<file path="config.mk">
export PLATFORM = sky130hd
export DESIGN_NAME = dp_rr_sched_flat
export DESIGN_NICKNAME = d
export VERILOG_FILES = /design/src/rtl/dp_rr_sched_if.sv /design/src/rtl/dp_rr_sched.sv /design/src/flat_wrapper.sv
export SDC_FILE = /design/constraint.sdc
export NUM_CORES = 1
export LEC_CHECK = 0
export CAP_MARGIN = 20
export CELL_PAD_IN_SITES_DETAIL_PLACEMENT = 0
export CELL_PAD_IN_SITES_GLOBAL_PLACEMENT = 1
export CORE_AREA = 4 4 69 71
export DETAILED_ROUTE_END_ITERATION = 8
export DIE_AREA = 0 0 73 75
export DONT_BUFFER_PORTS = 1
export GPL_TIMING_DRIVEN = 1
export PLACE_DENSITY = 0.86
export SYNTH_ARGS = -nofsm -noshare
export SYNTH_HDL_FRONTEND = slang
export SYNTH_SLANG_ARGS = --single-unit
</file>
<file path="constraint.sdc">
create_clock -name clk -period 7.4 [get_ports clk]
set_input_delay 2.22 -clock clk [delete_from_list [all_inputs] [get_ports clk]]
set_output_delay 2.22 -clock clk [all_outputs]
set_load 0.005 [all_outputs]
</file>
<file path="src/rtl/dp_rr_sched_if.sv">
// dp_rr_sched_if: requester, pipeline and status bundle for dp_rr_sched.
// slave = scheduler side, master = requesters/pipeline/consumer side.
//   req_vld_i/req_dat_i/req_last_i/req_rdy_o : per-requester valid/ready beats
//   dp_vld_o/dp_dat_o/dp_id_o/dp_stall_o     : pipeline inject and stall
//   dp_out_vld_i/out_rdy_i                   : pipeline head and consumer ready
//   occ_o/idle_o                             : occupancy and drain status
interface dp_rr_sched_if #(
  parameter int R = 4,
  parameter int W = 32,
  parameter int D = 4
);
  localparam int IDW = $clog2(R);
  localparam int OCW = $clog2(D + 1);

  logic [R-1:0]        req_vld_i;
  logic [R-1:0][W-1:0] req_dat_i;
  logic [R-1:0]        req_last_i;
  logic [R-1:0]        req_rdy_o;
  logic                dp_vld_o;
  logic [W-1:0]        dp_dat_o;
  logic [IDW-1:0]      dp_id_o;
  logic                dp_stall_o;
  logic                dp_out_vld_i;
  logic                out_rdy_i;
  logic [OCW-1:0]      occ_o;
  logic                idle_o;

  modport slave (
    input  req_vld_i,
    input  req_dat_i,
    input  req_last_i,
    input  dp_out_vld_i,
    input  out_rdy_i,
    output req_rdy_o,
    output dp_vld_o,
    output dp_dat_o,
    output dp_id_o,
    output dp_stall_o,
    output occ_o,
    output idle_o
  );

  modport master (
    output req_vld_i,
    output req_dat_i,
    output req_last_i,
    output dp_out_vld_i,
    output out_rdy_i,
    input  req_rdy_o,
    input  dp_vld_o,
    input  dp_dat_o,
    input  dp_id_o,
    input  dp_stall_o,
    input  occ_o,
    input  idle_o
  );
endinterface

</file>
<file path="src/rtl/dp_rr_sched.sv">
// dp_rr_sched: round-robin scheduler sharing one stallable pipeline.
// Ports: clk, arst (async, active-high), bus (dp_rr_sched_if.slave).
//   Grants are held for whole packets (until req_last_i).
//   Stall = pipeline head valid and consumer not ready.
//   occ_o counts beats resident in the pipeline; idle_o flags drain.
module dp_rr_sched #(
  parameter int R = 4,
  parameter int W = 32,
  parameter int D = 4
) (
  input logic          clk,
  input logic          arst,
  dp_rr_sched_if.slave bus
);
  localparam int IDW = $clog2(R);
  localparam int OCW = $clog2(D + 1);
  localparam logic [OCW-1:0] OCC_MAX = OCW'(D);

  typedef enum logic {
    S_IDLE,
    S_LOCKED
  } state_t;

  state_t          r_state;
  state_t          w_state_nxt;
  logic [IDW-1:0]  r_rr_ptr;
  logic [IDW-1:0]  w_ptr_nxt;
  logic [IDW-1:0]  r_lock_id;
  logic [IDW-1:0]  w_lock_nxt;
  logic [OCW-1:0]  r_occ;
  logic [OCW-1:0]  w_occ_nxt;

  logic [IDW-1:0]  w_win;
  logic            w_win_vld;
  logic            w_stall;
  logic            w_accept;
  logic            w_last;
  logic            w_inc;
  logic            w_dec;

  // (a + k) mod R, for a < R and k < R
  function automatic logic [IDW-1:0] wrap_add(
    input logic [IDW-1:0] a,
    input int unsigned    k
  );
    logic [IDW:0] s;
    s = {1'b0, a} + (IDW+1)'(k);
    if (s >= (IDW+1)'(R)) s = s - (IDW+1)'(R);
    return s[IDW-1:0];
  endfunction

  assign w_stall = bus.dp_out_vld_i & ~bus.out_rdy_i;

  // LOCKED looks only at lock_id, so other valids never reach rdy.
  // IDLE scans downward so the candidate nearest rr_ptr wins.
  always_comb begin
    w_win     = r_rr_ptr;
    w_win_vld = 1'b0;
    if (r_state == S_LOCKED) begin
      w_win     = r_lock_id;
      w_win_vld = bus.req_vld_i[r_lock_id];
    end else begin
      for (int k = R - 1; k >= 0; k--) begin
        if (bus.req_vld_i[wrap_add(r_rr_ptr, k)]) begin
          w_win     = wrap_add(r_rr_ptr, k);
          w_win_vld = 1'b1;
        end
      end
    end
  end

  // Holding reset also blocks injection so outputs stay quiet.
  assign w_accept = w_win_vld & ~w_stall & ~arst;
  assign w_last   = bus.req_last_i[w_win];

  assign bus.req_rdy_o  = w_accept ?
    ({{(R-1){1'b0}}, 1'b1} << w_win) : '0;
  assign bus.dp_vld_o   = w_accept;
  assign bus.dp_dat_o   = w_accept ? bus.req_dat_i[w_win] : '0;
  assign bus.dp_id_o    = w_accept ? w_win : '0;
  assign bus.dp_stall_o = w_stall;
  assign bus.occ_o      = r_occ;
  assign bus.idle_o     = (r_occ == '0) && (r_state == S_IDLE);

  always_comb begin
    w_state_nxt = r_state;
    w_ptr_nxt   = r_rr_ptr;
    w_lock_nxt  = r_lock_id;
    unique case (r_state)
      S_IDLE: begin
        if (w_accept) begin
          if (w_last) begin
            w_ptr_nxt = wrap_add(w_win, 1);
          end else begin
            w_state_nxt = S_LOCKED;
            w_lock_nxt  = w_win;
          end
        end
      end
      S_LOCKED: begin
        if (w_accept && w_last) begin
          w_state_nxt = S_IDLE;
          w_ptr_nxt   = wrap_add(r_lock_id, 1);
        end
      end
      default: w_state_nxt = S_IDLE;
    endcase
  end

  assign w_inc = w_accept;
  assign w_dec = bus.dp_out_vld_i & bus.out_rdy_i;

  always_comb begin
    w_occ_nxt = r_occ;
    case ({w_inc, w_dec})
      2'b10:   w_occ_nxt = r_occ + 1'b1;
      2'b01:   w_occ_nxt = r_occ - 1'b1;
      default: w_occ_nxt = r_occ;
    endcase
  end

  always_ff @(posedge clk or posedge arst) begin
    if (arst) begin
      r_state   <= S_IDLE;
      r_rr_ptr  <= '0;
      r_lock_id <= '0;
      r_occ     <= '0;
    end else begin
      r_state   <= w_state_nxt;
      r_rr_ptr  <= w_ptr_nxt;
      r_lock_id <= w_lock_nxt;
      r_occ     <= w_occ_nxt;
    end
  end

  a_rdy_onehot: assert property (
    @(posedge clk) disable iff (arst)
    $onehot0(bus.req_rdy_o));

  a_vld_nostall: assert property (
    @(posedge clk) disable iff (arst)
    bus.dp_vld_o |-> !bus.dp_stall_o);

  a_occ_max: assert property (
    @(posedge clk) disable iff (arst)
    r_occ <= OCC_MAX);

  a_no_underflow: assert property (
    @(posedge clk) disable iff (arst)
    !(w_dec && (r_occ == '0)));
endmodule
</file>
<file path="src/flat_wrapper.sv">
// flat-port wrapper written by rule: the top's interface ports become plain ports
module dp_rr_sched_flat 
#(
  parameter int R = 4,
  parameter int W = 32,
  parameter int D = 4
)
  (clk, arst, bus_req_vld_i, bus_req_dat_i, bus_req_last_i, bus_dp_out_vld_i, bus_out_rdy_i, bus_req_rdy_o, bus_dp_vld_o, bus_dp_dat_o, bus_dp_id_o, bus_dp_stall_o, bus_occ_o, bus_idle_o);
  dp_rr_sched_if #(.R(R), .W(W), .D(D)) bus_i ();
  input logic clk;
  input logic arst;
  input wire logic [$bits(bus_i.req_vld_i)-1:0] bus_req_vld_i;
  input wire logic [$bits(bus_i.req_dat_i)-1:0] bus_req_dat_i;
  input wire logic [$bits(bus_i.req_last_i)-1:0] bus_req_last_i;
  input wire logic [$bits(bus_i.dp_out_vld_i)-1:0] bus_dp_out_vld_i;
  input wire logic [$bits(bus_i.out_rdy_i)-1:0] bus_out_rdy_i;
  output wire logic [$bits(bus_i.req_rdy_o)-1:0] bus_req_rdy_o;
  output wire logic [$bits(bus_i.dp_vld_o)-1:0] bus_dp_vld_o;
  output wire logic [$bits(bus_i.dp_dat_o)-1:0] bus_dp_dat_o;
  output wire logic [$bits(bus_i.dp_id_o)-1:0] bus_dp_id_o;
  output wire logic [$bits(bus_i.dp_stall_o)-1:0] bus_dp_stall_o;
  output wire logic [$bits(bus_i.occ_o)-1:0] bus_occ_o;
  output wire logic [$bits(bus_i.idle_o)-1:0] bus_idle_o;
  assign bus_i.req_vld_i = bus_req_vld_i;
  assign bus_i.req_dat_i = bus_req_dat_i;
  assign bus_i.req_last_i = bus_req_last_i;
  assign bus_i.dp_out_vld_i = bus_dp_out_vld_i;
  assign bus_i.out_rdy_i = bus_out_rdy_i;
  assign bus_req_rdy_o = bus_i.req_rdy_o;
  assign bus_dp_vld_o = bus_i.dp_vld_o;
  assign bus_dp_dat_o = bus_i.dp_dat_o;
  assign bus_dp_id_o = bus_i.dp_id_o;
  assign bus_dp_stall_o = bus_i.dp_stall_o;
  assign bus_occ_o = bus_i.occ_o;
  assign bus_idle_o = bus_i.idle_o;
  dp_rr_sched #(.R(R), .W(W), .D(D)) u_core (.clk(clk), .arst(arst), .bus(bus_i));
endmodule
</file>
==> load_flow_metrics.sql <==
INSERT INTO impl_metrics (metric_group, metric, value, unit) VALUES
('clock_tree', 'clock_tree.htree_level_count', '1', ''),
('synthesis', 'ys_warn_count', '0', ''),
('synthesis', 'yosys.area_share.simple', '15.15', '%'),
('clock_tree', 'ctsRootBufferMaster', 'clkbuf_8', ''),
('pwr', 'ir_worst_vdd', '175.1', 'uV'),
('clock_tree', 'post_cts.repair.setup_buffers', '0', ''),
('setup_path', 'worstPathCellList', 'nor2b_1, a311oi_1, o21ai_2, inv_1, nand2_1, o22ai_1', ''),
('drt', 'dr_total_vias', '1381', ''),
('grt', 'globalRouteTotalUtil', '15.22', '%'),
('synthesis', 'synth.yosys.seq_area_share', '11.83', '%'),
('layout', 'final-seq-area', '200.2', 'um2'),
('synthesis', 'synthFlopType', 'dfrtp_1', ''),
('timing', 'setup_tns', '0', 'ns'),
('synthesis', 'synth.ff_latch_count', '8', ''),
('synthesis', 'dominant_cell_type_by_area_after_synthesis', 'mux4_2', ''),
('grt', 'via_count_of_the_first_global_routing_pass', '1233', ''),
('setup_path', 'cp_num_buf_inv', '1', ''),
('clock_tree', 'clkSinkCount', '8', ''),
('placement', 'routabilityCongestion', '0.8877', ''),
('synthesis', 'synth_cells', '168', ''),
('floorplan', 'floorplan.die_area', '5475', 'um2'),
('outcome', 'status', 'complete, no violations', ''),
('synthesis', 'mean_instance_size_in_the_synthesized_netlist', '10.08', 'um2'),
('clock_tree', 'path_clk_slew', '0.04', 'ns'),
('drt', 'detail_route.first_pass.iterations', '4', ''),
('worst_hold_path', 'min_delay_path_depth', '1', ''),
('grt', 'antenna_found_initial', '0', ''),
('grt', 'overflow', '0', ''),
('job', 'timing.max_cap.violations', '0', ''),
('synthesis', 'compound_gate_portion_of_the_synthesized_area', '14.63', '%'),
('layout', 'final.fill_count', '404', ''),
('drt', 'postRouteAntennaNets', '0', ''),
('setup_path', 'regToRegSetupSlack', '4.65', 'ns'),
('setup_path', 'critical-path-slowest-cell', 'inv_1', ''),
('synthesis', 'yosys.cell_types.count', '36', ''),
('synthesis', 'synth_mux_area_share', '45.45', '%'),
('timing', 'max_slew.worst_pin.slew', '0.5908', 'ns'),
('setup_path', 'classification_of_the_worst_setup_path', 'in2out', ''),
('layout', 'multiInputGateArea', '1383', 'um2'),
('pwr', 'combinationalPowerShare', '79.1', '%'),
('timing', 'final.period_utilization', '86.80', '%'),
('layout', 'share_of_final_layout_standard_cells_stronger_than_drive_strength_1', '20.86', '%'),
('clock_tree', 'cts_hold_buf', '0', ''),
('synthesis', 'synthDominantCellAreaShare', '25.28', '%'),
('timing', 'worst_slew_margin_rel', '60.57', '%'),
('pwr', 'clock_power_share', '7.6', '%'),
('pwr', 'power_consumption', '694.6', 'uW'),
('worst_hold_path', 'whs_endpoint', 'u_core.bus.occ_o[2]', ''),
('drt', 'routed_wire_length_per_instance', '22.80', 'um'),
('timing', 'setup_viol_count_final', '0', ''),
('layout', 'antenna_cells', '0', ''),
('floorplan', 'floorplan.die.height', '75', 'um'),
('grt', 'wire_length_of_the_first_global_routing_pass', '6444', 'um'),
('synthesis', 'synth_commonest_cells', '30 x mux2i_1, 26 x and2_1, 19 x mux4_2', ''),
('drt', 'detail_route.iter0.violations', '27', ''),
('pwr', 'power-per-cell-area', '396.2', 'nW/um2'),
('setup_path', 'critical_path.max_fanout', '26', ''),
('timing', 'number_of_hold_slack_violations_in_the_final_timing_report', '0', ''),
('pwr', 'net-switching-power', '313.8', 'uW'),
('timing', 'final_max_slew_viol_count', '0', ''),
('setup_path', 'critPathRequiredTime', '5.18', 'ns'),
('floorplan', 'die_x', '73', 'um'),
('drt', 'drcViolationCount', '0', ''),
('synthesis', 'post_synth_instance_area', '1693', 'um2'),
('floorplan', 'placement_rows', '24', ''),
('setup_path', 'worstReg2RegEnd', 'u_core.r_rr_ptr[1]', ''),
('floorplan', 'io-pin-count', '184', ''),
('floorplan', 'design.core.area', '4234', 'um2'),
('timing', 'finalClockSkew', '0.005340', 'ns'),
('placement', 'port_buffers', '0', ''),
('synthesis', 'count_of_flip_flops_with_a_built_in_enable_after_synthesis', '0', '');
registers in the layout, summed over array words and instances, names as in the netlist:
register / flops
u_core.r_rr_ptr: 2
u_core.r_lock_id: 2
u_core.bus.occ_o: 3
u_core.r_state: 1
metal layers:
metal	part of all wire (%)	wire, um	GRT usage [%]	vias up
li1	-	-	-	631
met5	0	0	0	-
met4	0.55	27	3.074	0
met1	34	1671	18.17	641
met2	55	2683	28.30	105
met3	11	519	2.937	4
cell type report:
type	count	area share, %
inverter	11	2.355
timing repair buffer	3	1.285
multi-input combinational	138	78.87
clock buffer	3	2.355
tap	52	3.712
sequential	8	11.42
worst max path at each step:
| stage | slack (ns) | cells past startpoint | start | to |
|---|---|---|---|---|
| 2_1_floorplan | 1.45 | 6 | bus_req_vld_i[2] | bus_dp_dat_o[11] |
| 4_1_cts | 0.91 | 6 | bus_dp_out_vld_i | bus_dp_dat_o[0] |
| 3_3_place_gp | 0.98 | 6 | bus_dp_out_vld_i | bus_dp_dat_o[25] |
| 6_report | 0.98 | 6 | bus_dp_out_vld_i | bus_dp_dat_o[0] |
| 3_5_place_dp | 0.90 | 6 | bus_dp_out_vld_i | bus_dp_dat_o[0] |
| 5_1_grt | 0.71 | 6 | bus_dp_out_vld_i | bus_dp_dat_o[0] |
worst register-to-register path, delay by kind of cell, from the launching register on:
family | cells | cell delay (ns)
AO/OA/AOI/OAI | 3 | 0.83
buffers and inverters | 2 | 0.64
flip-flops | 1 | 0.46
AND/OR/NAND/NOR | 1 | 0.35
multiplexers | 1 | 0.35
power groups by stage:
| stage | Combinational [uW] | Clock [uW] | Sequential, uW |
|---|---|---|---|
| global placement | 549 | 0 | 93.4 |
| detailed placement | 560 | 0 | 93.4 |
| floorplan | 508 | 0 | 84.8 |
| finish | 549 | 52.9 | 92.5 |
| CTS | 559 | 53.8 | 93.0 |
| global route | 607 | 56.5 | 96.8 |
kinds of logic (layout without fill, tap and decap cells):
kind of cell	Yosys count	count (layout)
flops	8	8
xor+xnor	3	3
simple gates	45	45
mux	52	52
fa+ha+maj	6	6
buf+inv	22	17
compound gates	32	32
layout by cell type (no fill, tap or decap), types with 3 or more instances in the layout:
master    instances
o21ai_0           5
buf_4             3
clkbuf_8          3
ha_1              5
and2_1           26
inv_1            11
mux4_2           19
o22ai_1          14
mux2i_1          30
nor2b_1           3
dfrtp_1           8
nand2_1           3
nor2_1            6
a21oi_1           4
through the flow:
stage	worst slack (ns)	instance area (um2)	hold WS, ns	std cells
floorplan	1.450	1693	0.4855	168
global placement	0.9769	1712	0.5237	212
detailed placement	0.9043	1712	0.5323	212
CTS	0.9119	1753	0.5367	215
global route	0.7072	1753	0.5653	215
finish	0.9765	1753	0.5257	215
(Power assumes the default switching activity.)
